[src/rtl/jtframe_dwnld_seq_if.sv]
// Download-side bus bundle: ioctl byte stream in, SDRAM programming port out.
// The sequencer takes the master side because it masters the prog_* write requests.
interface jtframe_dwnld_seq_if;
    logic [24:0] ioctl_addr;
    logic [7:0]  ioctl_data;
    logic        ioctl_wr;

    logic [21:0] prog_addr;
    logic [7:0]  prog_data;
    logic [1:0]  prog_mask;
    logic [1:0]  prog_bank;
    logic        prog_we;
    logic        prog_rdy;

    modport master (
        input  ioctl_addr, ioctl_data, ioctl_wr, prog_rdy,
        output prog_addr, prog_data, prog_mask, prog_bank, prog_we
    );

    modport slave (
        output ioctl_addr, ioctl_data, ioctl_wr, prog_rdy,
        input  prog_addr, prog_data, prog_mask, prog_bank, prog_we
    );
endinterface

[src/rtl/jtframe_dwnld_seq.sv]
// ROM download byte stream to SDRAM word writes, with a 4-entry FIFO absorbing back-pressure.
// Optional header diversion is enabled by defining JTFRAME_DWNLD_HEADER_EN.
module jtframe_dwnld_seq #(
    parameter logic [24:0] BA1_START   = 25'h40_0000,
    parameter logic [24:0] BA2_START   = 25'h80_0000,
    parameter logic [24:0] BA3_START   = 25'hC0_0000,
    parameter int unsigned HEADER      = 0,
    parameter int unsigned POST_CYCLES = 16
) (
    input  logic                       clk,
    input  logic                       rst_n,
    input  logic                       downloading,
    jtframe_dwnld_seq_if.master        bus,
    output logic                       dwnld_busy,
    output logic                       overflow
`ifdef JTFRAME_DWNLD_HEADER_EN
    ,
    output logic [7:0]                 header_byte,
    output logic                       header_wr
`endif
);

`ifdef JTFRAME_DWNLD_HEADER_EN
    localparam bit HDR_EN = 1'b1;
`else
    localparam bit HDR_EN = 1'b0;
`endif

    localparam int unsigned TAIL_W = $clog2(POST_CYCLES + 2);

    typedef struct packed {
        logic [1:0]  bank;
        logic [21:0] addr;
        logic [1:0]  mask;
        logic [7:0]  data;
    } entry_t;

    typedef enum logic [1:0] {
        ST_IDLE,
        ST_WAIT,
        ST_GAP
    } state_t;

    state_t              state;
    entry_t              mem [4];
    entry_t              in_entry;
    logic [1:0]          wr_ptr, rd_ptr;
    logic [2:0]          count;
    logic [24:0]         ea, bank_start;
    logic                is_hdr, accept, push, push_ok, pop, empty, full, drop;
    logic                dl_q, drained;
    logic [TAIL_W-1:0]   tail;

    // Input stage: address translation and bank select, consumed directly by the FIFO write.
    always_comb begin
        ea         = bus.ioctl_addr - 25'(HDR_EN ? HEADER : 0);
        is_hdr     = HDR_EN && (32'(bus.ioctl_addr) < HEADER);
        in_entry   = '0;
        bank_start = '0;
        if (ea >= BA3_START) begin
            in_entry.bank = 2'd3;
            bank_start    = BA3_START;
        end else if (ea >= BA2_START) begin
            in_entry.bank = 2'd2;
            bank_start    = BA2_START;
        end else if (ea >= BA1_START) begin
            in_entry.bank = 2'd1;
            bank_start    = BA1_START;
        end
        in_entry.addr = 22'((ea - bank_start) >> 1);
        in_entry.mask = ea[0] ? 2'b01 : 2'b10;
        in_entry.data = bus.ioctl_data;
    end

    always_comb begin
        accept  = downloading && bus.ioctl_wr;
        push    = accept && !is_hdr;
        empty   = (count == 3'd0);
        full    = (count == 3'd4);
        pop     = (state == ST_IDLE) && !empty;
        // A full FIFO still takes the byte when the FSM frees a slot in the same cycle.
        drop    = push && full && !pop;
        push_ok = push && !drop;
        drained = empty && (state == ST_IDLE) && !downloading;
    end

    always_ff @(posedge clk) begin
        if (push_ok) mem[wr_ptr] <= in_entry;
    end

    always_ff @(posedge clk or negedge rst_n) begin
        if (!rst_n) begin
            wr_ptr <= '0;
            rd_ptr <= '0;
            count  <= '0;
        end else begin
            if (push_ok) wr_ptr <= wr_ptr + 2'd1;
            if (pop)     rd_ptr <= rd_ptr + 2'd1;
            count <= count + 3'(push_ok) - 3'(pop);
        end
    end

    always_ff @(posedge clk or negedge rst_n) begin
        if (!rst_n) begin
            state         <= ST_IDLE;
            bus.prog_addr <= '0;
            bus.prog_data <= '0;
            bus.prog_mask <= '1;
            bus.prog_bank <= '0;
            bus.prog_we   <= 1'b0;
        end else begin
            case (state)
                ST_IDLE: begin
                    if (!empty) begin
                        bus.prog_addr <= mem[rd_ptr].addr;
                        bus.prog_data <= mem[rd_ptr].data;
                        bus.prog_mask <= mem[rd_ptr].mask;
                        bus.prog_bank <= mem[rd_ptr].bank;
                        bus.prog_we   <= 1'b1;
                        state         <= ST_WAIT;
                    end
                end
                ST_WAIT: begin
                    if (bus.prog_rdy) begin
                        bus.prog_we <= 1'b0;
                        state       <= ST_GAP;
                    end
                end
                ST_GAP:  state <= ST_IDLE;
                default: state <= ST_IDLE;
            endcase
        end
    end

    // Tail counter is held at full value until the stream is drained, then runs down once.
    always_ff @(posedge clk or negedge rst_n) begin
        if (!rst_n) begin
            dl_q       <= 1'b0;
            overflow   <= 1'b0;
            tail       <= '0;
            dwnld_busy <= 1'b0;
        end else begin
            dl_q <= downloading;
            if (downloading && !dl_q) overflow <= 1'b0;
            if (drop)                 overflow <= 1'b1;
            if (!drained)             tail <= TAIL_W'(POST_CYCLES);
            else if (tail != '0)      tail <= tail - 1'b1;
            dwnld_busy <= downloading || !empty || (state != ST_IDLE) || (tail != '0);
        end
    end

`ifdef JTFRAME_DWNLD_HEADER_EN
    always_ff @(posedge clk or negedge rst_n) begin
        if (!rst_n) begin
            header_byte <= '0;
            header_wr   <= 1'b0;
        end else begin
            header_wr <= accept && is_hdr;
            if (accept && is_hdr) header_byte <= bus.ioctl_data;
        end
    end
`endif

endmodule

[src/flat_wrapper.sv]
// flat-port wrapper written by rule: the top's interface ports become plain ports
module jtframe_dwnld_seq_flat 
#(
    parameter logic [24:0] BA1_START   = 25'h40_0000,
    parameter logic [24:0] BA2_START   = 25'h80_0000,
    parameter logic [24:0] BA3_START   = 25'hC0_0000,
    parameter int unsigned HEADER      = 0,
    parameter int unsigned POST_CYCLES = 16
)
  (clk, rst_n, downloading, dwnld_busy, overflow, bus_ioctl_addr, bus_ioctl_data, bus_ioctl_wr, bus_prog_rdy, bus_prog_addr, bus_prog_data, bus_prog_mask, bus_prog_bank, bus_prog_we);
  jtframe_dwnld_seq_if bus_i ();
  input  logic clk;
  input  logic rst_n;
  input  logic downloading;
  output logic dwnld_busy;
  output logic overflow;
  input wire logic [$bits(bus_i.ioctl_addr)-1:0] bus_ioctl_addr;
  input wire logic [$bits(bus_i.ioctl_data)-1:0] bus_ioctl_data;
  input wire logic [$bits(bus_i.ioctl_wr)-1:0] bus_ioctl_wr;
  input wire logic [$bits(bus_i.prog_rdy)-1:0] bus_prog_rdy;
  output wire logic [$bits(bus_i.prog_addr)-1:0] bus_prog_addr;
  output wire logic [$bits(bus_i.prog_data)-1:0] bus_prog_data;
  output wire logic [$bits(bus_i.prog_mask)-1:0] bus_prog_mask;
  output wire logic [$bits(bus_i.prog_bank)-1:0] bus_prog_bank;
  output wire logic [$bits(bus_i.prog_we)-1:0] bus_prog_we;
  assign bus_i.ioctl_addr = bus_ioctl_addr;
  assign bus_i.ioctl_data = bus_ioctl_data;
  assign bus_i.ioctl_wr = bus_ioctl_wr;
  assign bus_i.prog_rdy = bus_prog_rdy;
  assign bus_prog_addr = bus_i.prog_addr;
  assign bus_prog_data = bus_i.prog_data;
  assign bus_prog_mask = bus_i.prog_mask;
  assign bus_prog_bank = bus_i.prog_bank;
  assign bus_prog_we = bus_i.prog_we;
  jtframe_dwnld_seq #(.BA1_START(BA1_START), .BA2_START(BA2_START), .BA3_START(BA3_START), .HEADER(HEADER), .POST_CYCLES(POST_CYCLES)) u_core (.clk(clk), .rst_n(rst_n), .downloading(downloading), .bus(bus_i), .dwnld_busy(dwnld_busy), .overflow(overflow));
endmodule
[config.mk]
export PLATFORM = sky130hd
export DESIGN_NAME = jtframe_dwnld_seq_flat
export DESIGN_NICKNAME = d
export VERILOG_FILES = /design/src/rtl/jtframe_dwnld_seq_if.sv /design/src/rtl/jtframe_dwnld_seq.sv /design/src/flat_wrapper.sv
export SDC_FILE = /design/constraint.sdc
export NUM_CORES = 1
export LEC_CHECK = 0
export ABC_AREA = 1
export BUFFER_PORTS_ARGS = -buffer_cell sky130_fd_sc_hd__buf_2
export CAP_MARGIN = 20
export CORE_MARGIN = 2
export CORE_UTILIZATION = 30
export CTS_BUF_LIST = sky130_fd_sc_hd__clkbuf_4
export CTS_CLUSTER_DIAMETER = 100
export DETAILED_ROUTE_END_ITERATION = 16
export PLACE_DENSITY = 0.44
export SLEW_MARGIN = 30
export SYNTH_ARGS = -nofsm -noshare
export SYNTH_HDL_FRONTEND = slang
export SYNTH_SLANG_ARGS = --single-unit
[constraint.sdc]
create_clock -name clk -period 3.3 [get_ports clk]
set_input_delay 0.33 -clock clk [delete_from_list [all_inputs] [get_ports clk]]
set_output_delay 0.33 -clock clk [all_outputs]
set_load 0.005 [all_outputs]
==> summary.md, run 1 <==
| Metric | Value |
|---|---|
| Status | finished clean |
| Number of I/O pins | 75 |
| Gr usage total | 0.134 |
| Core ar. | 24200 sq um |
| RSZ-0062 raised after global routing | no |
| Detail Placement HPWL | between 9000 and 10000 um |
| WL final | about 16000 um |
| Flop2flop setup slack | between 0.8 and 0.9 ns |
| Fin Clk Skew | around 0.030 ns |
| # hold bufs at CTS | 33 |
| VDD IR max | ~0.40 mV |
| Switch share | 0.380 |
| Crit path DAT | approximately 2.9 ns |
| Global placement routability congestion | 0.721 |
| Final Slew Violations | 0 |
| Worst Setup End Kind | flop |
| Clock share of power | 0.173 |
| Clk pin slew, worst setup/hold paths | 0.14 ns |
| Die Ht | 161 um |
| Resized cells post-CTS | 0 |
| Footprint of the multi-input gates | 1760 sq um |
| Area grow syn2layout | 17.6% |
| First-pass GRT wire length | 26800 um |
| Worst setup SP type | flop |
| Drc violations | 0 |
| Layout cells sized above 1 | 0.173 |
| Syn Nets | about 700 |
| Yosys top cell area share | 0.551 |
| CTS root buffer | clkbuf_4 |
| Fin crit period | 2.41 ns |
| Required @ worst endpoint | 3.76 ns |
| Largest net degree at the start of global routing | 70 |
| Full die area | 26000 sq um |
| Combinational Power Share | 0.358 |
| Synth unique cells | 24 |
| Sequential-to-total area share from yosys stat | 0.727 |
| Storage cell area | 5390 sq um |
| Starting density of the core | 0.305 |
| Min-delay worst type | in -> reg |
| Drt wl/cell | about 15 um |
| Top post-synthesis cells by area | edfxtp_1 55%, dfrtp_1 17%, nand2_1 8.2% |
| Cell type with the largest total area after synthesis | edfxtp_1 |
| Clock latency on the worst-skew pair | 0.57 ns |
| Setup tns final | 0 ns |
| Post-DRT Antenna Nets | 0 |
| Vias in the first global route | approximately 4800 |
| Worst-margin pin slew | roughly 0.79 ns |
| Initial antenna violation count | 1 |
| Worst-path maximum fanout | 39 |
| Setup violators final | 0 |
| Fmax | between 400 and 500 MHz |
| Via count | around 4800 |
| Syn. warnings | 0 |
| Pwr per Cell Area | 772 nW/um^2 |
| Nets | roughly 810 |
| DP Area | just over 8000 sq um |
| Drt first pass iters | 5 |
| Post-Syn Area per Cell | 11.3 sq um |
| Tcrit/Tclk final | 0.732 |
| Leak | 3.57 nW |
| CTS tree | done |
| Setup Buffers After CTS | 0 |
| Switching pwr | roughly 2.6 mW |
| Total grt overflow | 0 |
| Longest Clk Path Bufs | 2 |
| Die X | 161 um |
| Setup CP Type | reg -> reg |
| Gate Count Post-Synth | roughly 650 |
| Post-Place Setup Slack | roughly 0.87 ns |
| Fin worst setup slack | between 0.8 and 0.9 ns |
| Num rows | 57 |
| Vias per cell | 4.37 |
| H-tree depth | 4 |
| Mapped Area | approximately 7400 sq um |
| DR iter-0 viols | 400 |
| CTS Buf Count | 17 |
| Fill count | between 2000 and 2500 |
| Design area | 8710 sq um |
| Sequential Power Share | 0.469 |
| Number of hold violations in the final report | 0 |
| Max-slew headroom | 0.472 |
| P_int | approximately 4.2 mW |
| Clock sink count | about 190 |
| Max cap viols | 0 |
| Register bit total from synthesis | roughly 190 |
| Port bufs | 74 |
==> final timing paths <==
| check | startpoint | end | cells past startpoint |
|---|---|---|---|
| worst max-delay path | u_core.count[1] | u_core.count[2] | 11 |
| worst min-delay path | bus_ioctl_addr[23] | u_core.mem[2][33] | 2 |
| worst max register to register | u_core.count[1] | u_core.count[2] | 11 |
| worst min register to register | u_core.bus.prog_mask[1] | u_core.bus.prog_mask[1] | 2 |
| max in group asynchronous | rst_n | u_core.rd_ptr[1] | 3 |
| min in group asynchronous | rst_n | u_core.bus.prog_data[0] | 2 |
==> critical path: stages (launching register included) <==
cell,delay [ns]
dfrtp_1,0.46
nor2_1,0.11
nand2_1,0.09
nand2_2,0.08
buf_4,0.43
inv_2,0.08
ha_1,0.30
inv_1,0.05
ha_1,0.13
inv_1,0.05
fa_1,0.37
xor2_1,0.17
==> power by group through the flow <==
stage	Sequential (mW)	Combinational, mW	Clock [mW]
after floorplan	3.21	1.66	0
after global placement	3.21	2.40	0
after detailed placement	3.22	2.44	0
after CTS	3.16	2.49	1.22
after global routing	3.21	2.84	1.33
final	3.16	2.41	1.16
==> metal layers <==
layer | global-route usage | part of all wire
met2 | 0.204 | 0.46
met4 | 0.0361 | 0.0066
met5 | 0 | 0
met1 | 0.192 | 0.50
met3 | 0.0318 | 0.039
==> placed cells by master (no fill, tap or decap), drive strengths merged <==
cell         instances
nand2              162
nor2               151
edfxtp             136
buf                 86
o21ai               74
dfrtp               50
dlygate4sd3         33
inv                 31
clkbuf              18
clkinv               8
ha                   7
nand3                6
or2                  3
clkinvlp             2
dfstp                2
diode                1
xor2                 1
nor3                 1
a21oi                1
nand3b               1
fa                   1
bufinv               1
==> final cells by class <==
| class | instances | share of cell area |
|---|---|---|
| antenna | 1 | 0.000287 |
| clock buffer | 18 | 0.0155 |
| clock inverter | 14 | 0.0136 |
| inverter | 28 | 0.0121 |
| multi-input combinational | 408 | 0.202 |
| sequential | 188 | 0.619 |
| tap | 324 | 0.0465 |
| timing repair buffer | 119 | 0.0908 |
==> cell families (layout without fill, tap and decap cells) <==
logic type	after synthesis	in the layout	synth area share
AND/OR/NAND/NOR	324	324	0.168
buffers and inverters	57	179	0.0385
XOR/XNOR	1	1	0.00118
adder cells (fa/ha/maj)	8	8	0.0145
flip-flops	188	188	0.727
other	0	1	0
AO/OA/AOI/OAI	75	75	0.0507
==> synthesized netlist by cell type (all sizes together) <==
cell type    n
edfxtp     136
nor2       151
buf         22
dfrtp       50
o21ai       74
fa           1
or2          3
nand3        6
a21oi        1
nand3b       1
ha           7
xor2         1
clkbuf       7
nand2      162
inv         28
dfstp        2
nor3         1
==> flip-flops by register name, summed over array words and instances (netlist names) <==
signal                flops
u_core.dwnld_busy         1
u_core.mem              136
u_core.dl_q               1
u_core.rd_ptr             2
u_core.overflow           1
u_core.tail               5
u_core.wr_ptr             2
u_core.bus.prog_bank      2
u_core.count              3
u_core.bus.prog_data      8
u_core.state              2
u_core.bus.prog_mask      2
u_core.bus.prog_we        1
u_core.bus.prog_addr     22
==> through the flow <==
stage	instances	utilization	power, mW	hold slack (ns)
4_1_cts	1099	0.359	6.87	0.0195
2_1_floorplan	653	-	4.87	0.0344
3_3_place_gp	1034	0.335	5.61	0.261
3_5_place_dp	1034	0.335	5.66	0.267
6_report	1100	0.359	6.73	0.0715
5_1_grt	1100	0.359	7.38	0.0145
(Power assumes the default switching activity.)
==> run 2, diff against run 1 <==
==> constraint.sdc (replaced) <==
create_clock -name clk -period 2.4 [get_ports clk]
set_input_delay 0.24 -clock clk [delete_from_list [all_inputs] [get_ports clk]]
set_output_delay 0.24 -clock clk [all_outputs]
set_load 0.005 [all_outputs]
==> run 2 against run 1 <==
  * Largest power group unchanged
  * Hold slack improved by 0.020 ns
  * Non-clock buffer count increased by 8
  * Design area increased by 1.9%
  * Wire length decreased by 1.5%
  * Die area unchanged
  * Count of clock-buffer cells in the layout fell by 1
  * Fmax up 15%
  * Setup slack got worse by 0.59 ns
==> summary.md, run 2 (synthesized netlist as in run 1, its figures left out) <==
| Metric | Value |
|---|---|
| Num rows | 57 (unchanged) |
| CTS Buf Count | 17 (unchanged) |
| Fin Clk Skew | 0.0220 ns (-0.00756 ns) |
| Gr usage total | 0.130 (-0.00395) |
| CTS tree | done |
| Largest register FFs | 136 (unchanged) |
| Worst-path maximum fanout | 7 (-82%) |
| Worst Setup End Kind | flop |
| Hold_sp | bus_ioctl_wr |
| Most flops, register | u_core.mem |
| Crit Reg-Reg Endpoint | u_core.count[1] |
| Layout cells sized above 1 | 0.176 (+0.00334) |
| Origin of the critical flop-to-flop path | u_core.count[1] |
| Clock latency on the worst-skew pair | 0.55 ns (-0.02 ns) |
| Drt first pass iters | 5 (unchanged) |
| Resized cells post-CTS | 0 (unchanged) |
| Drc violations | 0 (unchanged) |
| H-tree depth | 4 (unchanged) |
| Status | finished clean |
| Clk pin slew, worst setup/hold paths | 0.15 ns (about the same) |
| Port bufs | 74 (unchanged) |
| Most common cell after layout, fill and taps aside | nand2_1 |
| Post-Place Setup Slack | 0.323 ns (-0.547 ns) |
| Via count | 4744 (-1.2%) |
| Fill count | 2419 (-1.7%) |
| Most frequent cells in the layout | 161 x nand2_1, 146 x nor2_1, 136 x edfxtp_1 |
| Starting density of the core | 0.305 (unchanged) |
| Setup violators final | 0 (unchanged) |
| Drt wl/cell | 14.6 um (-2.2%) |
| Min-delay worst type | in -> reg |
| VDD IR max | 0.415 mV (+3.9%) |
| Post-Place Cells | 1038 (+0.39%) |
| RSZ-0062 raised after global routing | no |
| Nets | 816 (+0.99%) |
| Area grow syn2layout | 19.8% |
| Tot Pwr | 9.46 mW (+41%) |
| Required @ worst endpoint | 2.90 ns (-0.86 ns) |
| Initial antenna violation count | 1 (unchanged) |
| Worst-margin pin slew | 0.742 ns (-0.0497 ns) |
| Fin worst setup slack | 0.298 ns (-0.588 ns) |
| First-pass GRT wire length | 25900 um (-3.4%) |
| Storage cell area | 5390 sq um (unchanged) |
| CTS root buffer | clkbuf_4 |
| Fin crit period | 2.10 ns (-0.312 ns) |
| Full die area | 26000 sq um (unchanged) |
| Hold Crit Endpoint | u_core.wr_ptr[1] |
| Final Slew Violations | 0 (unchanged) |
| Worst setup SP type | flop |
| WL final | 16200 um (-1.5%) |
| Die X | 161 um (unchanged) |
| Flop2flop setup slack | 0.30 ns (-0.59 ns) |
| Vias per cell | 4.28 (-1.9%) |
| DR iter-0 viols | 279 (-30%) |
| Global placement routability congestion | 0.772 (+7.1%) |
| Footprint of the multi-input gates | 1760 sq um (unchanged) |
| Max-slew headroom | 0.505 (+0.0332) |
| Vias in the first global route | 4731 (-1.9%) |
| Fmax | 476 MHz (+15%) |
| Hold Path Stages | 5 (+3) |
| Final Non-Filler Cells | 1108 (+0.73%) |
| Detail Placement HPWL | 9720 um (+0.65%) |
| Largest net degree at the start of global routing | 70 (unchanged) |
| Post-DRT Antenna Nets | 0 (unchanged) |
| Crit path DAT | 2.60 ns (-0.27 ns) |
| Setup CP Type | reg -> reg |
| Tcrit/Tclk final | 0.876 (+0.144) |
| Total grt overflow | 0 (unchanged) |
| Number of hold violations in the final report | 0 (unchanged) |
| Core ar. | 24200 sq um (unchanged) |
| Max cap viols | 0 (unchanged) |
| Pwr per Cell Area | 1070 nW/um^2 (+38%) |
| Leak | 3.64 nW (+1.9%) |
| Largest regs | u_core.mem (136), u_core.bus.prog_addr (22), u_core.bus.prog_data (8) |
| Number of I/O pins | 75 (unchanged) |
| Die Ht | 161 um (unchanged) |
| Longest Clk Path Bufs | 2 (unchanged) |
| Hold Worst Slack | 0.0919 ns (+0.0204 ns) |
| Clock sink count | 188 (unchanged) |
| Reg2reg path depth | 10 (-1) |
==> run 2: cell types whose count changed in the layout (fill, tap and decap cells not counted) <==
cell	delta
inv_6	+1
inv_8	+6
clkbuf_4	-1
clkinv_8	+1
clkinv_2	-5
clkinv_4	-2
buf_12	+4
dlygate4sd3_1	+4
==> run 2: metrics by stage <==
step	cell area, sq um	utilization	TNS (ns)
final	8870	0.366	0
after global routing	8870	0.366	0
after CTS	8870	0.366	0
after detailed placement	8200	0.338	0
after global placement	8200	0.338	0
after floorplan	7410	-	-46.13
==> run 2: how the worst max path moves through the flow <==
stage | from | endpoint | slack, ns | cells past startpoint
3_5_place_dp | u_core.count[1] | u_core.count[1] | 0.32 | 10
2_1_floorplan | u_core.count[1] | u_core.mem[0][0] | -0.34 | 6
4_1_cts | u_core.count[1] | u_core.count[1] | 0.29 | 10
3_3_place_gp | u_core.count[1] | u_core.count[1] | 0.37 | 10
6_report | u_core.count[1] | u_core.count[1] | 0.30 | 10
5_1_grt | u_core.count[1] | u_core.count[1] | 0.15 | 10
==> run 2: per-layer routing <==
| metal | up-vias | track usage | share of wire |
|---|---|---|---|
| li1 | 2385 | - | - |
| met1 | 2273 | 0.178 | 0.49 |
| met2 | 81 | 0.210 | 0.46 |
| met3 | 5 | 0.0316 | 0.038 |
| met4 | 0 | 0.0292 | 0.0070 |
| met5 | - | 0 | 0 |
==> run 2: final cells by class <==
cell class / instances / share of cell area
inverters: 28 / 0.0118
multi-input cells: 408 / 0.199
well taps: 324 / 0.0457
flip-flops and latches: 188 / 0.607
clock inverters: 15 / 0.0190
repair buffers: 127 / 0.103
diodes: 1 / 0.000282
clock buffers: 17 / 0.0144
==> run 2: report_power, final <==
group | internal [mW] | switching (mW) | leakage [nW]
Clock | 0.576 | 1.19 | 0.158
Combinational | 1.18 | 2.19 | 1.62
Sequential | 4.09 | 0.234 | 1.86
==> run 2: repair_timing <==
item / in CTS / in global routing
hold buffers: 37 / 0
hold endpoints to repair: 193 / 0
endpoints found under the setup margin: 0 / 0
setup buffers: 0 / 0
==> run 2: critical path, cell delays in order, from the launching register on <==
cell and delay, ns:
dfrtp_1 0.46, nor2_1 0.10, nand2_1 0.09, nand2_2 0.09, nand2_1 0.12, nand2_1 0.36, inv_1 0.09, ha_1 0.21
inv_1 0.07, fa_1 0.40, inv_1 0.06
